<file path="src/rtl/branch_resolve_if.sv">
// branch_resolve_if: EX-stage resolve inputs, flush/redirect outputs and predictor update port.
interface branch_resolve_if;
  logic        ex_valid1, ex_valid2;
  logic [1:0]  ex_type1, ex_type2;
  logic        ex_taken1, ex_taken2;
  logic [31:0] ex_pc1, ex_pc2, ex_target1, ex_target2;
  logic        ex_pred_happen1, ex_pred_happen2;
  logic [31:0] ex_pred_addr1, ex_pred_addr2;
  logic        flush_o, ex_stall_o, upd_success_o, upd_pred_ok_o;
  logic [31:0] redirect_pc_o, upd_pc_o, upd_next_o;
  logic [1:0]  upd_type_o;
  modport master (
    output ex_valid1, ex_valid2, ex_type1, ex_type2, ex_taken1, ex_taken2,
           ex_pc1, ex_pc2, ex_target1, ex_target2, ex_pred_happen1, ex_pred_happen2,
           ex_pred_addr1, ex_pred_addr2,
    input  flush_o, redirect_pc_o, ex_stall_o, upd_type_o, upd_success_o,
           upd_pc_o, upd_next_o, upd_pred_ok_o
  );
  modport slave (
    input  ex_valid1, ex_valid2, ex_type1, ex_type2, ex_taken1, ex_taken2,
           ex_pc1, ex_pc2, ex_target1, ex_target2, ex_pred_happen1, ex_pred_happen2,
           ex_pred_addr1, ex_pred_addr2,
    output flush_o, redirect_pc_o, ex_stall_o, upd_type_o, upd_success_o,
           upd_pc_o, upd_next_o, upd_pred_ok_o
  );
endinterface

</file>
<file path="src/rtl/branch_resolve_unit.sv">
// branch_resolve_unit: dual-slot branch resolution, registered flush/redirect, FIFO-serialised predictor updates.
// Defining BRU_STATS_EN adds stat_branches_o / stat_mispredicts_o counters.
module branch_resolve_unit #(
  parameter int DEPTH = 4
) (
  input logic clk,
  input logic rst,
  branch_resolve_if.slave bus
`ifdef BRU_STATS_EN
  ,
  output logic [31:0] stat_branches_o,
  output logic [31:0] stat_mispredicts_o
`endif
);
  localparam int AW = $clog2(DEPTH);
  typedef struct packed {
    logic [1:0]  typ;
    logic        taken;
    logic [31:0] pc;
    logic [31:0] nxt;
    logic        ok;
  } entry_t;
  entry_t mem [DEPTH];
  entry_t e1, e2, head, upd;
  logic [AW-1:0] rd, wr;
  logic [AW:0] cnt;
  logic [1:0] n_push;
  logic [31:0] redirect;
  logic tk1, tk2, stall, flush, blocked, live1, live2, mis1, mis2, pop;
  assign stall = cnt > (AW+1)'(DEPTH - 2);
  always_comb begin
    tk1 = bus.ex_type1 == 2'b01 ? bus.ex_taken1 : 1'b1;
    tk2 = bus.ex_type2 == 2'b01 ? bus.ex_taken2 : 1'b1;
    e1 = '{bus.ex_type1, tk1, bus.ex_pc1, tk1 ? bus.ex_target1 : bus.ex_pc1 + 32'd8,
           (bus.ex_pred_happen1 == tk1) && (!tk1 || bus.ex_pred_addr1 == bus.ex_target1)};
    e2 = '{bus.ex_type2, tk2, bus.ex_pc2, tk2 ? bus.ex_target2 : bus.ex_pc2 + 32'd8,
           (bus.ex_pred_happen2 == tk2) && (!tk2 || bus.ex_pred_addr2 == bus.ex_target2)};
    blocked = stall || flush;
    live1 = bus.ex_valid1 && bus.ex_type1 != 2'b00 && !blocked;
    mis1 = live1 && !e1.ok;
    live2 = bus.ex_valid2 && bus.ex_type2 != 2'b00 && !blocked && !mis1;
    mis2 = live2 && !e2.ok;
    n_push = {1'b0, live1} + {1'b0, live2};
    pop = cnt != '0 || n_push != 2'd0;
    // An empty FIFO forwards the first pushed entry straight to the update register
    head = cnt != '0 ? mem[rd] : live1 ? e1 : e2;
  end
  always_ff @(posedge clk) begin
    if (live1) mem[wr] <= e1;
    if (live2) mem[wr + AW'(live1)] <= e2;
  end
  always_ff @(posedge clk) begin
    if (rst) begin
      rd <= '0;
      wr <= '0;
      cnt <= '0;
      upd <= '0;
      flush <= 1'b0;
      redirect <= '0;
    end else begin
      rd <= rd + AW'(pop);
      wr <= wr + AW'(n_push);
      cnt <= cnt + (AW+1)'(n_push) - (AW+1)'(pop);
      upd <= pop ? head : '0;
      flush <= mis1 || mis2;
      redirect <= mis1 ? e1.nxt : mis2 ? e2.nxt : '0;
    end
  end
  assign bus.ex_stall_o = stall;
  assign bus.flush_o = flush;
  assign bus.redirect_pc_o = redirect;
  assign bus.upd_type_o = upd.typ;
  assign bus.upd_success_o = upd.taken;
  assign bus.upd_pc_o = upd.pc;
  assign bus.upd_next_o = upd.nxt;
  assign bus.upd_pred_ok_o = upd.ok;
`ifdef BRU_STATS_EN
  always_ff @(posedge clk) begin
    if (rst) begin
      stat_branches_o <= '0;
      stat_mispredicts_o <= '0;
    end else begin
      stat_branches_o <= stat_branches_o + 32'(n_push);
      stat_mispredicts_o <= stat_mispredicts_o + 32'(mis1 || mis2);
    end
  end
`endif
endmodule

</file>
<file path="src/flat_wrapper.sv">
// flat-port wrapper written by rule: the top's interface ports become plain ports
module branch_resolve_unit_flat 
#(
  parameter int DEPTH = 4
)
  (clk, rst, bus_ex_valid1, bus_ex_valid2, bus_ex_type1, bus_ex_type2, bus_ex_taken1, bus_ex_taken2, bus_ex_pc1, bus_ex_pc2, bus_ex_target1, bus_ex_target2, bus_ex_pred_happen1, bus_ex_pred_happen2, bus_ex_pred_addr1, bus_ex_pred_addr2, bus_flush_o, bus_redirect_pc_o, bus_ex_stall_o, bus_upd_type_o, bus_upd_success_o, bus_upd_pc_o, bus_upd_next_o, bus_upd_pred_ok_o);
  branch_resolve_if bus_i ();
  input logic clk;
  input logic rst;
  input wire logic [$bits(bus_i.ex_valid1)-1:0] bus_ex_valid1;
  input wire logic [$bits(bus_i.ex_valid2)-1:0] bus_ex_valid2;
  input wire logic [$bits(bus_i.ex_type1)-1:0] bus_ex_type1;
  input wire logic [$bits(bus_i.ex_type2)-1:0] bus_ex_type2;
  input wire logic [$bits(bus_i.ex_taken1)-1:0] bus_ex_taken1;
  input wire logic [$bits(bus_i.ex_taken2)-1:0] bus_ex_taken2;
  input wire logic [$bits(bus_i.ex_pc1)-1:0] bus_ex_pc1;
  input wire logic [$bits(bus_i.ex_pc2)-1:0] bus_ex_pc2;
  input wire logic [$bits(bus_i.ex_target1)-1:0] bus_ex_target1;
  input wire logic [$bits(bus_i.ex_target2)-1:0] bus_ex_target2;
  input wire logic [$bits(bus_i.ex_pred_happen1)-1:0] bus_ex_pred_happen1;
  input wire logic [$bits(bus_i.ex_pred_happen2)-1:0] bus_ex_pred_happen2;
  input wire logic [$bits(bus_i.ex_pred_addr1)-1:0] bus_ex_pred_addr1;
  input wire logic [$bits(bus_i.ex_pred_addr2)-1:0] bus_ex_pred_addr2;
  output wire logic [$bits(bus_i.flush_o)-1:0] bus_flush_o;
  output wire logic [$bits(bus_i.redirect_pc_o)-1:0] bus_redirect_pc_o;
  output wire logic [$bits(bus_i.ex_stall_o)-1:0] bus_ex_stall_o;
  output wire logic [$bits(bus_i.upd_type_o)-1:0] bus_upd_type_o;
  output wire logic [$bits(bus_i.upd_success_o)-1:0] bus_upd_success_o;
  output wire logic [$bits(bus_i.upd_pc_o)-1:0] bus_upd_pc_o;
  output wire logic [$bits(bus_i.upd_next_o)-1:0] bus_upd_next_o;
  output wire logic [$bits(bus_i.upd_pred_ok_o)-1:0] bus_upd_pred_ok_o;
  assign bus_i.ex_valid1 = bus_ex_valid1;
  assign bus_i.ex_valid2 = bus_ex_valid2;
  assign bus_i.ex_type1 = bus_ex_type1;
  assign bus_i.ex_type2 = bus_ex_type2;
  assign bus_i.ex_taken1 = bus_ex_taken1;
  assign bus_i.ex_taken2 = bus_ex_taken2;
  assign bus_i.ex_pc1 = bus_ex_pc1;
  assign bus_i.ex_pc2 = bus_ex_pc2;
  assign bus_i.ex_target1 = bus_ex_target1;
  assign bus_i.ex_target2 = bus_ex_target2;
  assign bus_i.ex_pred_happen1 = bus_ex_pred_happen1;
  assign bus_i.ex_pred_happen2 = bus_ex_pred_happen2;
  assign bus_i.ex_pred_addr1 = bus_ex_pred_addr1;
  assign bus_i.ex_pred_addr2 = bus_ex_pred_addr2;
  assign bus_flush_o = bus_i.flush_o;
  assign bus_redirect_pc_o = bus_i.redirect_pc_o;
  assign bus_ex_stall_o = bus_i.ex_stall_o;
  assign bus_upd_type_o = bus_i.upd_type_o;
  assign bus_upd_success_o = bus_i.upd_success_o;
  assign bus_upd_pc_o = bus_i.upd_pc_o;
  assign bus_upd_next_o = bus_i.upd_next_o;
  assign bus_upd_pred_ok_o = bus_i.upd_pred_ok_o;
  branch_resolve_unit #(.DEPTH(DEPTH)) u_core (.clk(clk), .rst(rst), .bus(bus_i));
endmodule
</file>
<file path="config.mk">
export PLATFORM = sky130hd
export DESIGN_NAME = branch_resolve_unit_flat
export DESIGN_NICKNAME = d
export VERILOG_FILES = /design/src/rtl/branch_resolve_if.sv /design/src/rtl/branch_resolve_unit.sv /design/src/flat_wrapper.sv
export SDC_FILE = /design/constraint.sdc
export NUM_CORES = 1
export LEC_CHECK = 0
export ABC_CLOCK_PERIOD_IN_PS = 9350
export BUFFER_PORTS_ARGS = -buffer_cell sky130_fd_sc_hd__buf_2
export CAP_MARGIN = 15
export CELL_PAD_IN_SITES_DETAIL_PLACEMENT = 0
export CELL_PAD_IN_SITES_GLOBAL_PLACEMENT = 2
export CORE_MARGIN = 3
export CORE_UTILIZATION = 35
export DETAILED_ROUTE_END_ITERATION = 16
export MAX_ROUTING_LAYER = met4
export PLACE_DENSITY_LB_ADDON = 0.1
export SYNTH_ARGS = -nofsm -noshare
export SYNTH_HDL_FRONTEND = slang
export SYNTH_SLANG_ARGS = --single-unit
</file>
<file path="constraint.sdc">
create_clock -name clk -period 9.35 [get_ports clk]
set_input_delay 0.935 -clock clk [delete_from_list [all_inputs] [get_ports clk]]
set_output_delay 0.935 -clock clk [all_outputs]
set_load 0.01 [all_outputs]
</file>
# Word level (Yosys, flattened, before mapping)
# Memory sizes are Yosys's and may differ from the RTL's. A register that Yosys moved wholly into a read port is not among the register bits.
# Cells that the tools add are included.
[op_classes] add_sub_neg=8 magnitude_cmp=1 eq_ne=6 mux=13 bitwise=1 n_reduce_logical=25
[op_table] op="68-bit two-way mux" count=2
[op_table] op="32-bit two-way mux" count=4
[op_table] op="32-bit by 4-bit adder with 32-bit output, second input constant" count=2
[op_table] op="32-bit == test" count=2
[op_table] op="1-bit logical AND" count=9
[op_table] op="1-bit zero test" count=6
[op_table] op="1-bit two-way mux" count=6
[op_table] op="2-bit nonzero test" count=3
[op_table] op="1-bit logical OR" count=5
[op_table] op="2-bit by 1-bit adder with 2-bit output" count=2
[op_table] op="2-bit by 1-bit == test with 1-bit output, second input constant" count=2
[op_table] op="3-bit by 2-bit adder with 3-bit output" count=1
[op_table] op="3-bit by 2-bit > comparator with 1-bit output, second input constant" count=1
[op_table] op="3-bit nonzero test" count=1
[op_table] op="3-bit by 1-bit subtractor with 3-bit output" count=1
[op_table] op="1-bit by 1-bit adder with 2-bit output" count=1
[op_table] op="2-bit adder" count=1
[op_table] op="1-bit == test" count=2
[op_table] op="2-bit two-way mux" count=1
[op_table] op="2-bit OR reduction" count=1
[op_table] op="1-bit inverter" count=1
[totals] reg_bits=108 ramBits=272 in_bits=204 out_inout_bits=102 wordCells=65 memories=1
[memory_table] name="u_core.mem" depth=4 width=68 read_ports=1 rd_clocked_by_memory_dff=1 wr=2 line_no="branch_resolve_unit.sv:23" text="entry_t mem [DEPTH];"

# Logic depth before layout (Yosys ltp)
# Gate-level depths: netlist (run 1).
[logic_depth] ltp_word=14 depth_mapped=16 depth_no_buf=14

# Worst setup path before layout (run 1)
# No wires, ideal clock.
[synth_timing] path_type="input port to flip-flop" from="in bus_ex_valid1" to="mem u_core.mem[3][0] in the netlist's numbering (enable)" setup_time_ns=0.588 t_arrival_ns=6.942 t_required_ns=8.762 setup_slack_ns=1.820 cell_stages=7 n_path_buf=2 cell_sequence="nor3b_2 -> o21ai_1 -> inv_2 -> clkbuf_1 -> clkbuf_1 -> nand2_1 -> o21ai_0"
[synth_lines] item="from (decl)" line_no="flat_wrapper.sv:10" text="input wire logic [$bits(bus_i.ex_valid1)-1:0] bus_ex_valid1;"
[synth_lines] item="to (decl)" line_no="branch_resolve_unit.sv:23"

==> qor.yml, run 1 <==
outcome: "completed"
cts-root-buf: "clkbuf_16"
synth_area_leaders: "edfxtp_1, dfxtp_1, mux4_2"
die_height_um: 245
first_pass_iters: 7
area_growth_pct: 18.3
placed_area_um2: 22300
slew_headroom_pct: 20.3
p_per_area_nw_per_um2: 271
fin_skew_ps: 10.4
antenna_found_initial: 5
crit_required_ps: 9540
drt_iter0_markers: 1322
grt_pass1_vias: 15100
placementRows: 87
yosysWarnings: 0
drive_gt1_share_pct: 31.8
die_w_um: 245
overflow: 0
cp-end-kind: "register"
htreeDepth: 2
min_path_cells: 3
vdd_drop_max_v: 0.000150
via_count: 15100
finalSetupViolations: 0
cts_buffers: 44
cts_buffer_depth: 3
worst_slew_pin_slew_ps: 1180
p_leak_nw: 9.16
port-buffer-count: 305
syn_inst: 1662
synth.avg_cell_area_um2: 12.1
final_area_um2: 23700
cts_sinks: 380
grtUsageTotal_pct: 26.1
dp.final_hpwl_um: 52500
async_flop_share_pct: 0
synth_nets: 1875
final_hold_viol_count: 0
hold_buffers: 0
final_util_pct: 42.0
fillCellCount: 5425
coreArea_um2: 56500
synthTopCellsByCount: "edfxtp_1, nand2_1, mux2i_1"
cts_resized: 0
startpoint_type: "input pin"
via_per_inst: 5.59
drt_drc_violations_left: 0
gp_congestion: 0.862
wl_um: 77500
arrival_ps: 4780
fin_crit_sh_pct: 49.1
clk_pin_slew_ps: 60
ys_ff_latch: 380
ys_seq_area_share_pct: 51.6
grt_first_pass_wirelength_um: 110000
synth_edf_count: 272
io_pins: 306
p_total_mw: 6.43
post_cts_buffers: 0
ys.flop_type: "edfxtp_1"
fmax_mhz: 218
rsz0062_at_grt: "false"
yosysMostFrequentCell: "edfxtp_1"
worstPathMaxFanout: 47
rr_worst_depth: 9
tns_ps: 0
drtAntennaViolNets: 0
yosysTopAreaCell: "edfxtp_1"
final_net_count: 2114
start_util_pct: 35.5
min_path_type: "input pin to register"
netlist.area_leader.share_pct: 40.8
critical_path_class: "input pin to register"
yosysUniqueCellTypes: 60
cts_tree: "done"
wl_per_cell_um: 28.8
max_cap_viol_count: 0
netlist_area_um2: 20000
fin_crit_ps: 4600
drv_slew: 0
clk_latency_ps: 570
grt_max_degree: 79
die_area_um2: 60100
==> cell families (layout without fill, tap and decap cells) <==
logic type                 Yosys count  in the layout  share of synthesized area, %
buffers and inverters              160            433                          3.32
other                                0              4                             0
AOI/OAI and AO/OA                  234            234                          7.42
DFF                                380            380                          51.6
and+or+nand+nor                    427            427                          10.1
xor gates and xnor gates           117            117                          5.12
muxes                              335            335                          21.8
adders and majority gates            9              9                         0.600
==> where the power goes <==
part | internal (mW) | switching [mW] | total (mW)
Clock | 0.996 | 0.708 | 1.70
Combinational | 0.858 | 1.39 | 2.25
Sequential | 2.29 | 0.181 | 2.48
==> area by class of cell <==
cell class | instances | area, um2 | area share, %
clock buffers | 60 | 1260 | 5.33
repair buffers | 340 | 1800 | 7.60
diodes | 4 | 10.0 | 0.0422
inverters | 13 | 48.8 | 0.206
well taps | 756 | 946 | 3.99
multi-input cells | 1122 | 9160 | 38.6
clock inverters | 20 | 143 | 0.602
flip-flops and latches | 380 | 10300 | 43.6
==> worst max-delay path, cell delays in order <==
cell and delay (ps):
buf_2 130, xor2_1 140, nor4_1 760, nand4_1 220, nor4_2 880, o21ai_4 400, o21ai_4 460, buf_4 810
==> routing by layer <==
metal	up-vias	track usage [%]	wire length (um)
li1	6739	-	-
met1	7680	35.7	34600
met2	552	41.2	36900
met3	88	3.21	4160
met4	0	6.93	1880
met5	-	-	0
==> state kept, by name, indices dropped and copies added, names as in the netlist <==
| name | count |
|---|---|
| u_core.bus.upd_success_o | 1 |
| u_core.cnt | 3 |
| u_core.wr | 2 |
| u_core.bus.upd_pred_ok_o | 1 |
| u_core.bus.upd_type_o | 2 |
| u_core.mem | 272 |
| u_core.bus.redirect_pc_o | 32 |
| u_core.bus.flush_o | 1 |
| u_core.bus.upd_pc_o | 32 |
| u_core.bus.upd_next_o | 32 |
| u_core.rd | 2 |
==> through the flow <==
step / hold slack, ps / instances / setup slack [ps]
after floorplan: 545 / 1662 / 1820
after global placement: 671 / 2611 / 4140
after detailed placement: 685 / 2611 / 4120
after CTS: 663 / 2691 / 4720
after global routing: 720 / 2695 / 4600
final: 693 / 2695 / 4750
==> path summary, 6_finish.rpt <==
kind	to	startpoint	slack, ps
worst max-delay path	u_core.mem[2][30]	bus_ex_target1[21]	4750
worst max register to register	u_core.mem[2][30]	u_core.cnt[1]	4820
worst min register to register	u_core.cnt[2]	u_core.cnt[2]	700
worst min-delay path	u_core.bus.upd_pc_o[2]	bus_ex_pc1[2]	690
==> cells in the final DEF, fill, tap and decap left out, types with 4 or more instances in the layout <==
cell type  count
nor2_1       108
o21ai_0       70
clkbuf_8       8
a31o_2         4
clkbuf_1       7
mux2_2       113
nor4_1        18
mux4_2        68
buf_4         34
nand4_1       19
a221oi_1       9
nand3b_1       4
nor3_1        26
clkinv_1       9
dfxtp_1      106
buf_2        305
xor2_1        63
and4_1         6
edfxtp_1     272
nand2_1      143
mux2_1        23
clkinv_2       9
o32ai_1        4
a311oi_1      36
mux2i_1      131
a21oi_1       40
or3_1         29
xnor2_1       54
o21ai_1       17
clkbuf_16     45
or4_1          5
o22ai_1        5
a31oi_1        4
inv_1         11
nand3_1       36
diode_2        4
o31ai_1       27
ha_1           8
and3_1         7
o21ai_4        5
No activity file was read; power rests on OpenSTA's default activity.
==> inputs of run 2 (changes only) <==
--- a/config.mk
+++ b/config.mk
@@ -5,13 +5,14 @@
 export SDC_FILE = /design/constraint.sdc
 export NUM_CORES = 1
 export LEC_CHECK = 0
-export ABC_CLOCK_PERIOD_IN_PS = 9350
+export ABC_AREA = 1
+export ABC_CLOCK_PERIOD_IN_PS = 4500
 export BUFFER_PORTS_ARGS = -buffer_cell sky130_fd_sc_hd__buf_2
 export CAP_MARGIN = 15
 export CELL_PAD_IN_SITES_DETAIL_PLACEMENT = 0
 export CELL_PAD_IN_SITES_GLOBAL_PLACEMENT = 2
 export CORE_MARGIN = 3
-export CORE_UTILIZATION = 35
+export CORE_UTILIZATION = 33
 export DETAILED_ROUTE_END_ITERATION = 16
 export MAX_ROUTING_LAYER = met4
 export PLACE_DENSITY_LB_ADDON = 0.1
==> constraint.sdc (replaced) <==
create_clock -name clk -period 4.5 [get_ports clk]
set_input_delay 0.45 -clock clk [delete_from_list [all_inputs] [get_ports clk]]
set_output_delay 0.45 -clock clk [all_outputs]
set_load 0.01 [all_outputs]
==> run 2 against run 1 <==
  * Clock skew is 1.8 ps higher
  * Combinational power grew to 3.1 times the previous value
  * Wire length up 41%
  * Worst setup slack worse by 3900 ps
  * Critical path type is now register to register
  * Critical endpoint is now u_core.mem[1][41]
==> qor.yml, run 2 <==
tns_ps: 0  # unchanged
port-buffer-count: 305  # unchanged
overflow: 0  # unchanged
p_per_area_nw_per_um2: 611  # +130%
slowest_delay_ps: 700  # -180 ps
worstPathMaxFanout: 45  # -4.3%
die_area_um2: 71000  # +18%
die_w_um: 266  # +8.6%
ys_ff_latch: 380  # unchanged
first_pass_iters: 6  # -1
grt_max_degree: 173  # +120%
fmax_mhz: 276
cts_buffers: 47  # +6.8%
pwr-share-seq_pct: 31.8  # -6.7 points
final_cell_mix: "nand2_1, nand3_1, buf_2"
post_cts_buffers: 0  # unchanged
p_total_mw: 16.1  # +150%
slew_headroom_pct: 17.4  # -2.9 points
clk_pin_slew_ps: 60  # about the same
synth_nets: 3313  # +77%
cts_buffer_depth: 3  # unchanged
antenna_found_initial: 5  # unchanged
yosysMostFrequentCell: "nand2_1"
synth_area_leaders: "edfxtp_1, nand2_1, nand3_1"
layout.area.seq_um2: 10300  # unchanged
via_count: 22900  # +52%
dp.final_hpwl_um: 72100  # +37%
fin_crit_ps: 3630
max_cap_viol_count: 0  # unchanged
worst_slew_pin_slew_ps: 1230  # +47.7 ps
ys_seq_area_share_pct: 46.2  # -5.4 points
power.net_switching_mw: 7.06  # +210%
largest_register_ffs: 272  # unchanged
yosysUniqueCellTypes: 43  # -28%
cts_tree: "done"
final_hold_viol_count: 0  # unchanged
grt_pass1_vias: 21700  # +44%
fin_skew_ps: 12.2  # +1.79 ps
arrival_ps: 4080  # -700 ps
p_leak_nw: 11.9  # +30%
io_pins: 306  # unchanged
cts_sinks: 380  # unchanged
clockPowerShare_pct: 25.2  # -1.3 points
yosysWarnings: 0  # unchanged
cp.buffers_inverters: 3  # +1
cp-end-kind: "register"
final_util_pct: 39.5  # -2.5 points
htreeDepth: 2  # unchanged
crit_required_ps: 4960  # -4580 ps
clk_latency_ps: 600  # +30 ps
outcome: "completed"
worst-path-stages: 13  # +5
min_path_type: "input pin to register"
vdd_drop_max_v: 0.000561  # +270%
critical_path_class: "register to register"
cts_resized: 0  # unchanged
fillCellCount: 6951  # +28%
final_net_count: 3501  # +66%
cts-root-buf: "clkbuf_16"
finalSetupViolations: 0  # unchanged
placementRows: 94  # +8.0%
hold_buffers: 0  # unchanged
ys.flop_type: "edfxtp_1"
syn_inst: 3100  # +87%
area_growth_pct: 17.3
grtUsageTotal_pct: 30.9  # +4.9 points
gp_congestion: 0.943  # +9.3%
drtAntennaViolNets: 0  # unchanged
async_flop_share_pct: 0  # unchanged
rsz0062_at_grt: "false"
startpoint_type: "register"
final_area_um2: 26300  # +11%
yosysTopAreaCell: "edfxtp_1"
netlist.area_leader.share_pct: 36.5  # -4.3 points
internal-power_mw: 8.99  # +120%
layout_commonest_cell: "nand2_1"
slowest_stage: "buf_4"
netlist_area_um2: 22400  # +12%
wl_um: 109000  # +41%
drv_slew: 0  # unchanged
worstPathCellList: "nor2_1 > nor2_1 > nor2_2 > nand2_1 > a21oi_4 > ha_1 > xnor2_1 > inv_1 > nor2_4 > buf_4 > buf_4 > nand3_1 > nand2_1"
swShare_pct: 44.0  # +8.5 points
start_util_pct: 33.7  # -1.8 points
multiInputGateArea_um2: 10400  # +14%
synthTopCellsByCount: "nand2_1, nand3_1, edfxtp_1"
synth_edf_count: 272  # unchanged
wl_per_cell_um: 26.0  # -9.5%
via_per_inst: 5.46  # -2.3%
fin_crit_sh_pct: 80.6
synth.avg_cell_area_um2: 7.22  # -40%
combPwrFrac_pct: 43.0  # +8.0 points
drt_iter0_markers: 2610  # +97%
coreArea_um2: 66500  # +18%
regMostFlops: "u_core.mem"
min_path_cells: 4  # +1
rr_worst_depth: 13  # +4
path_delay_family: "buffers and inverters"
grt_first_pass_wirelength_um: 156000  # +41%
drt_drc_violations_left: 0  # unchanged
drive_gt1_share_pct: 14.7  # -17 points
hold_ws_ps: 180  # -513 ps
placed_area_um2: 24600  # +10%
die_height_um: 266  # +8.6%
==> run 2: logic make-up (layout without fill, tap and decap cells) <==
kind of cell / Yosys count / in the layout / synth area share [%]
xor gates and xnor gates: 43 / 43 / 1.68
adders and majority gates: 9 / 9 / 0.537
AOI/OAI and AO/OA: 318 / 318 / 7.58
other: 0 / 4 / 0
DFF: 380 / 380 / 46.2
muxes: 1 / 1 / 0.0447
buffers and inverters: 407 / 634 / 7.55
and+or+nand+nor: 1942 / 1942 / 36.4
==> run 2: layout make-up <==
cell class	instances	share of cell area [%]
Antenna cell	4	0.0381
Clock buffer	70	5.44
Clock inverter	18	0.791
Inverter	178	2.58
Multi-Input combinational cell	2313	39.8
Sequential cell	380	39.4
Tap cell	864	4.12
Timing Repair Buffer	368	7.90
==> run 2: path summary, 6_finish.rpt <==
check,end,from,slack (ps)
setup / recovery,u_core.mem[1][41],u_core.cnt[2],870
hold / removal,u_core.bus.flush_o,rst,180
setup reg to reg,u_core.mem[1][41],u_core.cnt[2],870
hold reg to reg,u_core.cnt[2],u_core.cnt[2],500
==> run 2: worst reg2reg max path: stages, from the launching register on <==
cell and delay, ps:
dfxtp_1 360, nor2_1 90, nor2_1 280, nor2_2 80
nand2_1 130, a21oi_4 60, ha_1 210, xnor2_1 450
inv_1 220, nor2_4 150, buf_4 360, buf_4 710
nand3_1 250, nand2_1 140
==> run 2: layer usage <==
layer	wire [um]	part of all wire, %	global-route usage [%]
met5	0	0	-
met4	3060	2.8	8.67
met3	9400	8.6	5.41
met2	49600	45	48.2
met1	47100	43	41.6
==> run 2: power groups by stage <==
stage / logic [mW] / registers (mW) / clock network, mW
floorplan: 3.74 / 5.29 / 0
detailed placement: 6.79 / 5.16 / 0
global route: 7.40 / 5.16 / 4.24
CTS: 6.81 / 5.10 / 4.11
finish: 6.90 / 5.10 / 4.05
global placement: 6.76 / 5.16 / 0
==> run 2: stage by stage <==
stage          cells  worst slack (ps)
6_report        4195               875
5_1_grt         4195               668
4_1_cts         4191               939
3_5_place_dp    4103               496
3_3_place_gp    4103               485
2_1_floorplan   3100               778
==> inputs of run 3 (changes only) <==
--- a/config.mk
+++ b/config.mk
@@ -6,13 +6,13 @@
 export NUM_CORES = 1
 export LEC_CHECK = 0
 export ABC_AREA = 1
-export ABC_CLOCK_PERIOD_IN_PS = 4500
+export ABC_CLOCK_PERIOD_IN_PS = 3000
 export BUFFER_PORTS_ARGS = -buffer_cell sky130_fd_sc_hd__buf_2
 export CAP_MARGIN = 15
 export CELL_PAD_IN_SITES_DETAIL_PLACEMENT = 0
 export CELL_PAD_IN_SITES_GLOBAL_PLACEMENT = 2
 export CORE_MARGIN = 3
-export CORE_UTILIZATION = 33
+export CORE_UTILIZATION = 30
 export DETAILED_ROUTE_END_ITERATION = 16
 export MAX_ROUTING_LAYER = met4
 export PLACE_DENSITY_LB_ADDON = 0.1
==> constraint.sdc (replaced) <==
create_clock -name clk -period 3 [get_ports clk]
set_input_delay 0.3 -clock clk [delete_from_list [all_inputs] [get_ports clk]]
set_output_delay 0.3 -clock clk [all_outputs]
set_load 0.01 [all_outputs]
==> run 3 against run 2 <==
  * Design area increased by 4.3%
  * Core utilization decreased by 2.2 points
  * Sequential power increased by 50%
  * Flip-flop and latch count unchanged
  * Fmax increased by 24%
  * Critical path depth increased by 3
  * Wire length increased by 2.0%
  * Global-route usage decreased by 2.3 points
  * Die area increased by 9.8%
  * Power increased by 53%
  * Worst hold slack got worse by 110 ps
  * Sequential share of layout area decreased by 1.6 points
==> qor.yml, run 3 (synthesized netlist as in run 2, its figures left out) <==
outcome: "completed"
cp.buffers_inverters: 3  # unchanged
cts-root-buf: "clkbuf_16"
vdd_drop_max_v: 0.000752  # +34%
clk_pin_slew_ps: 60  # about the same
fin_crit_ps: 2920  # -705 ps
drt_drc_violations_left: 0  # unchanged
coreArea_um2: 73500  # +11%
grt_pass1_vias: 22400  # +2.8%
startpoint_type: "register"
drive_gt1_share_pct: 17.2  # +2.5 points
placementRows: 99  # +5.3%
die_w_um: 279  # +4.8%
arrival_ps: 3430  # -650 ps
fillCellCount: 7756  # +12%
path_delay_family: "simple AND/OR/NAND/NOR gates"
finalSetupViolations: 0  # unchanged
overflow: 0  # unchanged
worstPathCellList: "nor2_4 > nor2_2 > nor2_2 > buf_12 > nand2_2 > a21oi_4 > nand3_4 > nand2_4 > inv_6 > ha_1 > inv_1 > ha_1 > fa_2 > xor2_1 > or2_2 > a21oi_1"
fmax_mhz: 342  # +24%
fin_crit_sh_pct: 97.4  # +17 points
placedCellCount: 4284  # +4.4%
wl_um: 111000  # +2.0%
largest_register_ffs: 272  # unchanged
worstPathMaxFanout: 4  # -91%
drtAntennaViolNets: 0  # unchanged
internal-power_mw: 13.8  # +54%
slew_headroom_pct: 43.6  # +26 points
drt_iter0_markers: 2131  # -18%
max_cap_viol_count: 0  # unchanged
p_total_mw: 24.6  # +53%
placed_area_um2: 25800  # +4.8%
port-buffer-count: 305  # unchanged
power.net_switching_mw: 10.8  # +53%
grt_first_pass_wirelength_um: 159000  # +2.2%
clockPowerShare_pct: 24.0  # -1.2 points
via_per_inst: 5.26  # -3.6%
critPathLaunch: "u_core.cnt[2]"
cts_buffers: 47  # unchanged
wl_per_cell_um: 25.5  # -2.1%
fin_cells: 4374  # +4.3%
final_hold_viol_count: 0  # unchanged
p_per_area_nw_per_um2: 899  # +47%
final_net_count: 3588  # +2.5%
cp-end-kind: "register"
start_util_pct: 30.5  # -3.2 points
p_leak_nw: 12.5  # +4.6%
slowest_delay_ps: 370  # -330 ps
htreeDepth: 2  # unchanged
dp.final_hpwl_um: 72300  # +0.27%
rr_worst_depth: 16  # +3
reg2reg_setup_slack_ps: 80  # -800 ps
cts_buffer_depth: 3  # unchanged
fin_skew_ps: 19.9  # +7.72 ps
final_area_um2: 27400  # +4.3%
layout_commonest_cell: "nand2_1"
reg2reg_to: "u_core.cnt[2]"
grtUsageTotal_pct: 28.6  # -2.3 points
antenna_found_initial: 6  # +1
detailedPlace.worstSlack_ps: -229  # -726 ps
worst-path-stages: 16  # +3
gp_congestion: 0.885  # -6.2%
io_pins: 306  # unchanged
crit_required_ps: 3510  # -1450 ps
critical_path_class: "register to register"
cts_sinks: 380  # unchanged
min_path_type: "input pin to register"
slowest_stage: "dfxtp_4"
final_util_pct: 37.3  # -2.2 points
hold_buffers: 0  # unchanged
via_count: 23000  # +0.51%
die_height_um: 279  # +4.8%
die_area_um2: 77900  # +9.8%
final_cell_mix: "nand2_1, nand3_1, buf_2"
regMostFlops: "u_core.mem"
combPwrFrac_pct: 44.9  # +1.9 points
clk_latency_ps: 600  # about the same
setup_slack_ps: 79.4  # -795 ps
worst_slew_pin_slew_ps: 845  # -385 ps
cp-endpoint: "u_core.cnt[2]"
pwr-share-seq_pct: 31.1  # -0.7 points
drv_slew: 0  # unchanged
area_growth_pct: 22.4
first_pass_iters: 10  # +4
cts_tree: "done"
r2r-start: "u_core.cnt[2]"
swShare_pct: 43.9  # -0.073 points
grt_max_degree: 167  # -3.5%
[run 3: changes by cell type in the layout (fill, tap and decap cells not counted), moves of 2 or more]
cell,change
clkinvlp_4,+2
clkbuf_1,-5
nand2_1,-2
clkinv_2,+4
buf_12,+30
buf_4,+56
clkbuf_16,-5
nor2_4,+2
nor2_1,-3
[run 3: area by class of cell]
cell class                 count  area (um2)  share of cell area (%)
antenna                        3        7.51                  0.0274
clock buffer                  61        1300                    4.74
clock inverter                25         258                   0.941
inverter                     178         676                    2.47
multi-input combinational   2313       10500                    38.3
sequential                   380       10300                    37.8
tap                          959        1200                    4.38
timing repair buffer         455        3110                    11.3
[run 3: worst min-delay path: cells and delay by family]
family        cells  cell delay, ps
buf+inv           3             230
simple gates      1              90
[run 3: what timing repair did]
item	in CTS	in global routing
buffers inserted	0	1
setup endpoints to repair	0	89
gates resized for setup	0	6
[run 3: worst min-delay path by stage]
stage / start / to / depth (start not counted)
6_report: rst / u_core.bus.flush_o / 4
5_1_grt: rst / u_core.bus.flush_o / 4
4_1_cts: rst / u_core.bus.flush_o / 4
3_5_place_dp: u_core.cnt[2] / u_core.cnt[2] / 2
3_3_place_gp: u_core.cnt[2] / u_core.cnt[2] / 2
2_1_floorplan: bus_ex_type2[0] / u_core.bus.upd_type_o[0] / 2
[run 3: layer usage]
layer | part of all wire [%] | vias up | GRT usage (%)
met1 | 45 | 11100 | 38.6
met3 | 6.6 | 159 | 4.03
met4 | 3.0 | 0 | 8.73
li1 | - | 10800 | -
met2 | 46 | 982 | 44.7
met5 | 0 | - | -
[run 3: per-stage QoR]
| stage | setup TNS [ps] | hold slack (ps) |
|---|---|---|
| 2_1_floorplan | -6010 | 444 |
| 3_3_place_gp | -185 | 478 |
| 3_5_place_dp | -229 | 482 |
| 4_1_cts | 0 | 31.8 |
| 5_1_grt | -5.69 | 74.7 |
| 6_report | 0 | 66.4 |
[run 3: power by group through the flow]
stage	clock network (mW)	registers, mW	logic [mW]
final	5.90	7.65	11.1
after global routing	6.20	7.75	11.9
after CTS	5.99	7.65	11.0
after detailed placement	0	7.74	11.0
after global placement	0	7.72	10.9
after floorplan	0	7.92	5.73
